==> src/rtl/alt_vipvfr130_common_pack_data.sv <==
// -----------------------------------------------------------------------------
// alt_vipvfr130_common_pack_data
//
// Packs a stream of narrow user-side words into wide memory-side words for the
// frame-writer master. Bits are packed continuously, LSB first, so a narrow
// word may straddle two wide words. A flush request emits any trailing partial
// word (zero-padded in the upper bits); clear synchronously discards all
// buffered data.
//
// Ports:
//   clock      in   single clock, all logic on the rising edge
//   reset      in   asynchronous active-low reset (0 = in reset)
//   data_in    in   [DATA_WIDTH_IN-1:0]  user-side word
//   write      in   data_in valid; accepted when write=1 and stall_out=0
//   stall_out  out  block cannot accept data_in this cycle
//   data_out   out  [DATA_WIDTH_OUT-1:0] packed memory-side word
//   write_out  out  data_out valid; consumed when write_out=1 and stall_in=0
//   stall_in   in   memory side cannot take data_out this cycle
//   flush      in   single-cycle request to emit a partial word
//   clear      in   synchronous discard of all buffered data
//   busy       out  accumulator / output register non-empty or flush pending
//   word_count out  [31:0] wide words consumed (only with the macro below)
//
// Optional feature macro: ALT_VIPVFR130_PACK_WORD_COUNT_EN
//   When defined, adds the word_count output, counting every consumed wide
//   word (including flushed partial words), reset to 0 and cleared by clear.
// -----------------------------------------------------------------------------
module alt_vipvfr130_common_pack_data #(
  parameter int DATA_WIDTH_IN  = 24,
  parameter int DATA_WIDTH_OUT = 128,
  parameter int FILL_WIDTH     = 8
) (
  input  logic                      clock,
  input  logic                      reset,
  input  logic [DATA_WIDTH_IN-1:0]  data_in,
  input  logic                      write,
  output logic                      stall_out,
  output logic [DATA_WIDTH_OUT-1:0] data_out,
  output logic                      write_out,
  input  logic                      stall_in,
  input  logic                      flush,
  input  logic                      clear,
  output logic                      busy
`ifdef ALT_VIPVFR130_PACK_WORD_COUNT_EN
  ,
  output logic [31:0]               word_count
`endif
);

  // The accumulator must hold a full wide word plus one more narrow word, so
  // an accept can land while a completed wide word is still waiting to move.
  localparam int ACC_W = DATA_WIDTH_OUT + DATA_WIDTH_IN;
  localparam logic [FILL_WIDTH-1:0] OUT_W = FILL_WIDTH'(DATA_WIDTH_OUT);
  localparam logic [FILL_WIDTH-1:0] IN_W  = FILL_WIDTH'(DATA_WIDTH_IN);

  // Registered state
  logic [ACC_W-1:0]          acc_reg,           acc_next;
  logic [FILL_WIDTH-1:0]     fill_reg,          fill_next;
  logic [DATA_WIDTH_OUT-1:0] out_reg,           out_next;
  logic                      out_valid_reg,     out_valid_next;
  logic                      flush_pending_reg, flush_pending_next;

  // Per-cycle decisions
  logic                      out_free;
  logic                      have_word;
  logic                      move;
  logic                      accept;
  logic                      flush_emit;
  logic [FILL_WIDTH-1:0]     fill_moved;
  logic [ACC_W-1:0]          acc_moved;
  logic [ACC_W-1:0]          data_shifted;
  logic [DATA_WIDTH_OUT-1:0] flush_mask;

  // Output slot can take a new word if empty or being consumed this cycle.
  assign out_free  = ~out_valid_reg | ~stall_in;
  assign have_word = (fill_reg >= OUT_W);
  assign move      = have_word & out_free;

  // Back-pressure: a completed word stuck in the accumulator, or any flush
  // activity, blocks new input. Held high while reset is asserted.
  assign stall_out = ~reset | (have_word & ~move) | flush_pending_reg | flush;
  assign accept    = write & ~stall_out;

  // A partial word is only emitted once every whole word has drained.
  assign flush_emit = flush_pending_reg & ~have_word & (fill_reg != '0) & out_free;

  // Position for the incoming word, accounting for a same-cycle move so that
  // move and accept together sustain one input word per cycle.
  assign fill_moved   = move ? (fill_reg - OUT_W) : fill_reg;
  assign acc_moved    = move ? (acc_reg >> DATA_WIDTH_OUT) : acc_reg;
  assign data_shifted = ACC_W'(data_in) << fill_moved;

  // Keeps only the valid low bits of a partial word; everything at or above
  // the fill level is forced to zero.
  for (genvar gi = 0; gi < DATA_WIDTH_OUT; gi++) begin : g_flush_mask
    assign flush_mask[gi] = (gi < int'(fill_reg));
  end

  always_comb begin
    acc_next           = acc_reg;
    fill_next          = fill_reg;
    out_next           = out_reg;
    out_valid_next     = out_valid_reg;
    flush_pending_next = flush_pending_reg;

    if (clear) begin
      // Clear beats everything, including a concurrent write or flush.
      acc_next           = '0;
      fill_next          = '0;
      out_next           = '0;
      out_valid_next     = 1'b0;
      flush_pending_next = 1'b0;
    end else begin
      // Output register
      if (move) begin
        out_next       = acc_reg[DATA_WIDTH_OUT-1:0];
        out_valid_next = 1'b1;
      end else if (flush_emit) begin
        out_next       = acc_reg[DATA_WIDTH_OUT-1:0] & flush_mask;
        out_valid_next = 1'b1;
      end else if (out_valid_reg & ~stall_in) begin
        out_valid_next = 1'b0;
      end

      // Accumulator and fill level
      acc_next  = acc_moved | (accept ? data_shifted : '0);
      fill_next = fill_moved + (accept ? IN_W : '0);

      // Flush completion: either the partial word went out, or there was
      // nothing left to emit.
      if (flush_emit) begin
        acc_next           = '0;
        fill_next          = '0;
        flush_pending_next = 1'b0;
      end else if (flush_pending_reg & (fill_reg == '0)) begin
        flush_pending_next = 1'b0;
      end

      // A new flush request is recorded last so it is never lost.
      if (flush) begin
        flush_pending_next = 1'b1;
      end
    end
  end

  always_ff @(posedge clock or negedge reset) begin
    if (!reset) begin
      acc_reg           <= '0;
      fill_reg          <= '0;
      out_reg           <= '0;
      out_valid_reg     <= 1'b0;
      flush_pending_reg <= 1'b0;
    end else begin
      acc_reg           <= acc_next;
      fill_reg          <= fill_next;
      out_reg           <= out_next;
      out_valid_reg     <= out_valid_next;
      flush_pending_reg <= flush_pending_next;
    end
  end

  assign data_out  = out_reg;
  assign write_out = out_valid_reg;
  assign busy      = (fill_reg != '0) | out_valid_reg | flush_pending_reg;

`ifdef ALT_VIPVFR130_PACK_WORD_COUNT_EN
  // Counts handshakes on the memory side; wraps naturally at 2^32.
  logic [31:0] word_count_reg;

  always_ff @(posedge clock or negedge reset) begin
    if (!reset) begin
      word_count_reg <= '0;
    end else if (clear) begin
      word_count_reg <= '0;
    end else if (out_valid_reg & ~stall_in) begin
      word_count_reg <= word_count_reg + 32'd1;
    end
  end

  assign word_count = word_count_reg;
`endif

endmodule
==> config.mk <==
export PLATFORM = sky130hd
export DESIGN_NAME = alt_vipvfr130_common_pack_data
export DESIGN_NICKNAME = d
export VERILOG_FILES = /design/src/rtl/alt_vipvfr130_common_pack_data.sv
export SDC_FILE = /design/constraint.sdc
export NUM_CORES = 1
export LEC_CHECK = 0
export ABC_AREA = 0
export ABC_CLOCK_PERIOD_IN_PS = 2600
export CELL_PAD_IN_SITES_DETAIL_PLACEMENT = 1
export CELL_PAD_IN_SITES_GLOBAL_PLACEMENT = 1
export CORE_AREA = 2 2 166 168
export CTS_CLUSTER_SIZE = 16
export DETAILED_ROUTE_END_ITERATION = 10
export DIE_AREA = 0 0 168 170
export PLACE_DENSITY = 0.8
export RECOVER_POWER = 100
export SYNTH_ARGS = -nofsm -noshare
export SYNTH_HDL_FRONTEND = slang
export SYNTH_SLANG_ARGS = --single-unit
==> constraint.sdc <==
create_clock -name clock -period 2.6 [get_ports clock]
set_input_delay 0.78 -clock clock [delete_from_list [all_inputs] [get_ports clock]]
set_output_delay 0.78 -clock clock [all_outputs]
set_load 0.05 [all_outputs]
Word level (Yosys, flattened, before mapping)
Index checks and enable logic that the tools add are counted.
{"block": "word_totals", "regBits": 290, "input_bits": 30, "output_inout_bits": 131, "elab_cells": 183}
{"block": "classes", "add_sub_neg": 2, "order_cmp": 129, "n_shift": 1, "mux": 19, "bitwise": 22, "reduce_logical": 5}
{"operator": "152-bit two-way mux", "n": 4}
{"operator": "7-bit by 8-bit less-than comparator with 1-bit output (first input constant)", "n": 64}
{"operator": "128-bit two-way mux", "n": 3}
{"operator": "6-bit by 8-bit less-than comparator with 1-bit output (first input constant)", "n": 32}
{"operator": "152-bit bitwise OR", "n": 1}
{"operator": "24-bit by 8-bit << shifter with 152-bit output", "n": 1}
{"operator": "128-bit AND", "n": 1}
{"operator": "5-bit by 8-bit less-than comparator with 1-bit output (first input constant)", "n": 16}
{"operator": "4-bit by 8-bit less-than comparator with 1-bit output (first input constant)", "n": 8}
{"operator": "3-bit by 8-bit less-than comparator with 1-bit output (first input constant)", "n": 4}
{"operator": "8-bit two-way mux", "n": 3}
{"operator": "1-bit by 8-bit less-than comparator with 1-bit output (first input constant)", "n": 2}
{"operator": "2-bit by 8-bit less-than comparator with 1-bit output (first input constant)", "n": 2}
{"operator": "8-bit by 5-bit adder with 8-bit output", "n": 1}
{"operator": "1-bit AND", "n": 8}
{"operator": "8-bit >= comparator (second input constant)", "n": 1}
{"operator": "8-bit logical NOT", "n": 1}
{"operator": "1-bit two-way mux", "n": 8}
{"operator": "4-bit nonzero test", "n": 2}
{"operator": "8-bit nonzero test", "n": 1}
{"operator": "8-bit subtractor (second input constant)", "n": 1}
{"operator": "1-bit NOT", "n": 6}
{"operator": "1-bit bitwise OR", "n": 6}
{"operator": "5-bit two-way mux", "n": 1}
{"operator": "3-bit nonzero test", "n": 1}

Longest topological paths before layout
{"block": "logic_depth", "ltp_word": 14, "depth_mapped": 11, "ltp_nobuf": 8}

Worst setup path before layout
Ideal clock, no wire load.
{"block": "synth_path", "kind": "input -> register", "startpoint": "input port flush", "endpoint": "register fill_reg[7]", "arrival_ps": 2506, "slack_ps": -27, "cell_stages": 9, "path_buffers": 1, "path_cell_list": "nand4bb_1 -> nor2_1 -> clkbuf_1 -> ha_1 -> inv_1 -> fa_1 -> nor2_1 -> xnor2_1 -> nor2_1"}
{"block": "synth_via", "elab_chain_cells": 7}
{"element": "start, declared", "line_no": "41", "text": "input logic flush,"}
{"element": "1-bit bitwise OR", "line_no": "81", "text": "assign stall_out = ~reset | (have_word & ~move) | flush_pending_reg | flush;"}
{"element": "1-bit NOT", "line_no": "82", "text": "assign accept = write & ~stall_out;"}
{"element": "1-bit AND", "line_no": "82"}
{"element": "5-bit two-way mux", "line_no": "127", "text": "fill_next = fill_moved + (accept ? IN_W : '0);"}
{"element": "8-bit by 5-bit adder with 8-bit output", "line_no": "127"}
{"element": "8-bit two-way mux", "line_no": "131", "text": "if (flush_emit) begin"}
{"element": "8-bit two-way mux", "line_no": "106", "text": "if (clear) begin"}
{"element": "net fill_next[7]", "line_no": "58", "text": "logic [FILL_WIDTH-1:0] fill_reg, fill_next;"}
{"element": "end signal, assigned", "line_no": "155", "text": "fill_reg <= fill_next;"}
{"element": "end, declared", "line_no": "58"}
The timed path passes the listed nets, and every way through them passes these cells.
A chain may end at the register's enable or synchronous reset.

Final worst setup path
{"block": "layout_path", "startpoint": "register fill_reg[3]", "endpoint": "output port busy"}
{"block": "layout_via", "elab_chain_cells": 3}
{"element": "8-bit nonzero test", "line_no": "164", "text": "assign busy = (fill_reg != '0) | out_valid_reg | flush_pending_reg;"}
{"element": "1-bit bitwise OR (2 in series)", "line_no": "164"}
{"element": "end, declared", "line_no": "43", "text": "output logic busy"}
No other way between the ends.

==> metrics.md <==
| Metric | Value |
|---|---|
| Seq cells post-synth | 287 |
| Status | complete, but fails checks |
| Total Die Area | 28600 um^2 |
| CTS Hold Bufs | 0 |
| Peak VDD IR | 0.365 mV |
| Hold path start | acc_reg[144]$_DFF_PN0_ |
| Initial Util | 43.7% |
| Vias in the first global route | 9730 |
| Mapped Nets | 977 |
| Layout cells sized above 1 | 14.8% |
| Largest register FFs | 152 |
| Final #Nets | 1190 |
| Post-synth EDFFs | 0 |
| Core area | 26700 um^2 |
| Drt via density | 6.00 |
| Sequential element share of the synthesized area | 61.7% |
| Worst Hold End | acc_reg[144]$_DFF_PN0_ |
| Setup TNS | -0.00496 ns |
| Critical path endpoint category | output pin |
| Failing checks | max-slew violations, negative setup slack |
| Slew at the pin with the worst max-slew slack | 1.56 ns |
| Placer congestion estimate | 0.902 |
| Warnings, synthesis | 0 |
| Layout Skew | 0.0157 ns |
| Crit-path max cell delay | 0.43 ns |
| CTS tree | yes |
| Post-synth top area share | 61.7% |
| Tmin final | 2.60 ns |
| Clock root buffer | clkbuf_16 |
| Initial drt markers | 785 |
| Setup CP Type | flip-flop to output pin |
| DP Cell Count | 1465 |
| GRT Util Overall | 26.2% |
| IO Port Bufs | 160 |
| Placed wire-length estimate | 25.4 mm |
| Clock Path Buffers | 3 |
| Type of origin of the critical path | flip-flop |
| Netlist cell types | 50 |
| Drt pass-1 iters | 5 |
| Num rows | 60 |
| Antenna cells | 0 |
| Synthesized area | 11600 um^2 |
| H-tree Lvls | 1 |
| Global-route wire length before repair | 58.2 mm |
| Cells along the critical path | nor3_4 > nand2_2 > or3_4 > buf_6 |
| Pleak | 6.74 nW |
| R2R Path End | data_out[60]$_DFFE_PN0P_ |
| WL/cell | 24.6 um |
| Avg Synthesized Cell Area | 12.3 um^2 |
| Fin. max-slew vios | 164 |
| Clk Latency, worst-skew pair | 0.55 ns |
| Final setup margin | -0.00496 ns |
| Most frequent cell after synthesis | dfrtp_1 |
| Max_cap viols | 0 |
| Max-slew headroom | -3.71% |
| Post-synthesis cell count | 944 |
| Register-to-Register Setup Slack | 0.15 ns |
| Synth top area cells | dfrtp_1 62%, a22o_1 11%, o2bb2ai_1 6.0% |
| Worst path slowest cell | dfrtp_2 |
| Final setup viols | 1 |
| Buf+Inv Stages, Crit Path | 1 |
| Routed Antenna Nets | 0 |
| Max FO, Critical Path | 3 |
| Multi-input logic area | 4120 um^2 |
| Final worst-path cycle share | 100% |
| Clock sink count | 287 |
| Most frequent cells after synthesis | 287 x dfrtp_1, 152 x a22o_1, 80 x o2bb2ai_1, 77 x nand2_1, 40 x buf_2 |
| Worst EP arrival | 1.82 ns |
| Hold Violations, Final | 0 |
| Cell depth of the worst hold path | 1 |
| Pwr Density | 628 nW/um^2 |
| CTS Buf Count | 29 |
| Top_reg_cell synth | dfrtp_1 |
| Number of remaining DRC errors | 0 |
| Clock transition at path regs | 0.07 ns |
| Worst min path class | flip-flop to flip-flop |
| I/O Pins | 161 |
| Register area | 7180 um^2 |
| Area delta synth->final | 30.5% |
| Chip Height | 170 um |
| F_max | 384 MHz |
| RR Startpoint | fill_reg[3]$_DFF_PN0_ |
| DRT Wirelength | 37.3 mm |
| Worst r2r path cells | 7 |
| Congestion Overflow GR | 0 |
| FILL cells | 2670 |
| Layout Cells excl Fill | 1520 |
| Via Count | 9126 |
| RSZ-0062 raised after global routing | true |
| Crit path required time | 1.82 ns |
| Largest net degree at the start of global routing | 169 |
| Initial antenna violation count | 1 |
| Worst hold slack | 0.490 ns |
| Family with the most delay on the worst path | simple AND/OR/NAND/NOR gates |
| Total Power | 9.55 mW |
| Die X | 168 um |
| Ys async rst share | 100% |
| Cell taking the most area after synthesis | dfrtp_1 |
[layer usage]
metal	up-vias	global-route usage, %	share of wire (%)
met3	66	4.91	7.1
li1	3978	-	-
met5	-	0	0
met2	341	43.0	47
met1	4741	35.7	43
met4	0	7.86	2.7
[logic make-up after synthesis]
group,Yosys count,share of synthesized area (%)
fa+ha+maj,3,0.387
simple gates,187,7.87
xor+xnor,3,0.226
buf+inv,84,3.14
compound gates,351,24.1
flops,287,61.7
mux,29,2.63
[layout by cell type (no fill, tap or decap), types with 5 or more instances in the layout]
cell type | netlist | final
a21oi_1 | 27 | 27
a22o_1 | 152 | 152
a22oi_1 | 5 | 5
a31oi_1 | 26 | 26
and2_1 | 8 | 8
buf_12 | 0 | 10
buf_4 | 0 | 82
clkbuf_1 | 25 | 5
clkbuf_16 | 0 | 29
clkbuf_8 | 0 | 7
clkdlybuf4s50_1 | 0 | 155
clkinv_2 | 0 | 8
dfrtp_1 | 287 | 286
inv_1 | 11 | 11
mux2_2 | 13 | 13
mux2i_1 | 16 | 16
nand2_1 | 77 | 76
nand2b_1 | 17 | 17
nand3_1 | 14 | 12
nor2_1 | 38 | 38
nor2b_1 | 6 | 6
o21ai_0 | 10 | 10
o22a_1 | 5 | 5
o22ai_1 | 29 | 29
o2bb2ai_1 | 80 | 80
or2b_1 | 8 | 8
[report_power, final]
| group | internal [mW] | switching, mW | leakage (nW) | total (mW) |
|---|---|---|---|---|
| Sequential | 4.48 | 0.0155 | 4.00 | 4.50 |
| Clock | 2.55 | 1.81 | 0.497 | 4.36 |
| Combinational | 0.226 | 0.461 | 2.24 | 0.687 |
[stage by stage]
step | setup slack (ns) | utilization [%] | area, um^2
final | -0.00496 | 57.0 | 15200
after floorplan | 0.103 | - | 11600
after detailed placement | -0.131 | 53.3 | 14200
after CTS | -0.00234 | 57.1 | 15200
after global placement | -0.0799 | 53.3 | 14200
after global routing | -0.0371 | 57.0 | 15200
[worst reg2reg max path, delay by kind of cell (launching register included)]
family          cells  cell delay (ns)
buf+inv             3             0.86
simple gates        2             0.77
compound gates      2             0.33
flops               1             0.43
[worst max path at each step]
stage / startpoint / to / cells past startpoint
3_5_place_dp: flush / fill_reg[7]$_DFF_PN0_ / 9
6_report: fill_reg[3]$_DFF_PN0_ / busy / 4
3_3_place_gp: flush / fill_reg[7]$_DFF_PN0_ / 9
2_1_floorplan: flush / fill_reg[7]$_DFF_PN0_ / 9
4_1_cts: fill_reg[5]$_DFF_PN0_ / busy / 4
5_1_grt: fill_reg[3]$_DFF_PN0_ / busy / 4
[timing repair]
action,4_1_cts,5_1_grt
gates cloned,0,0
endpoints found under the setup margin,2,3
gates resized for setup,6,3
hold endpoints to repair,0,0
pin swaps,1,2
setup buffers,0,2
[area by class of cell]
cell class | instances | area share [%]
Timing Repair Buffer | 255 | 16.0
Multi-Input combinational cell | 573 | 27.1
Clock buffer | 40 | 5.51
Sequential cell | 287 | 47.3
Tap cell | 341 | 2.81
Inverter | 11 | 0.272
Clock inverter | 13 | 0.988
Power figures use the tool's default switching activity.
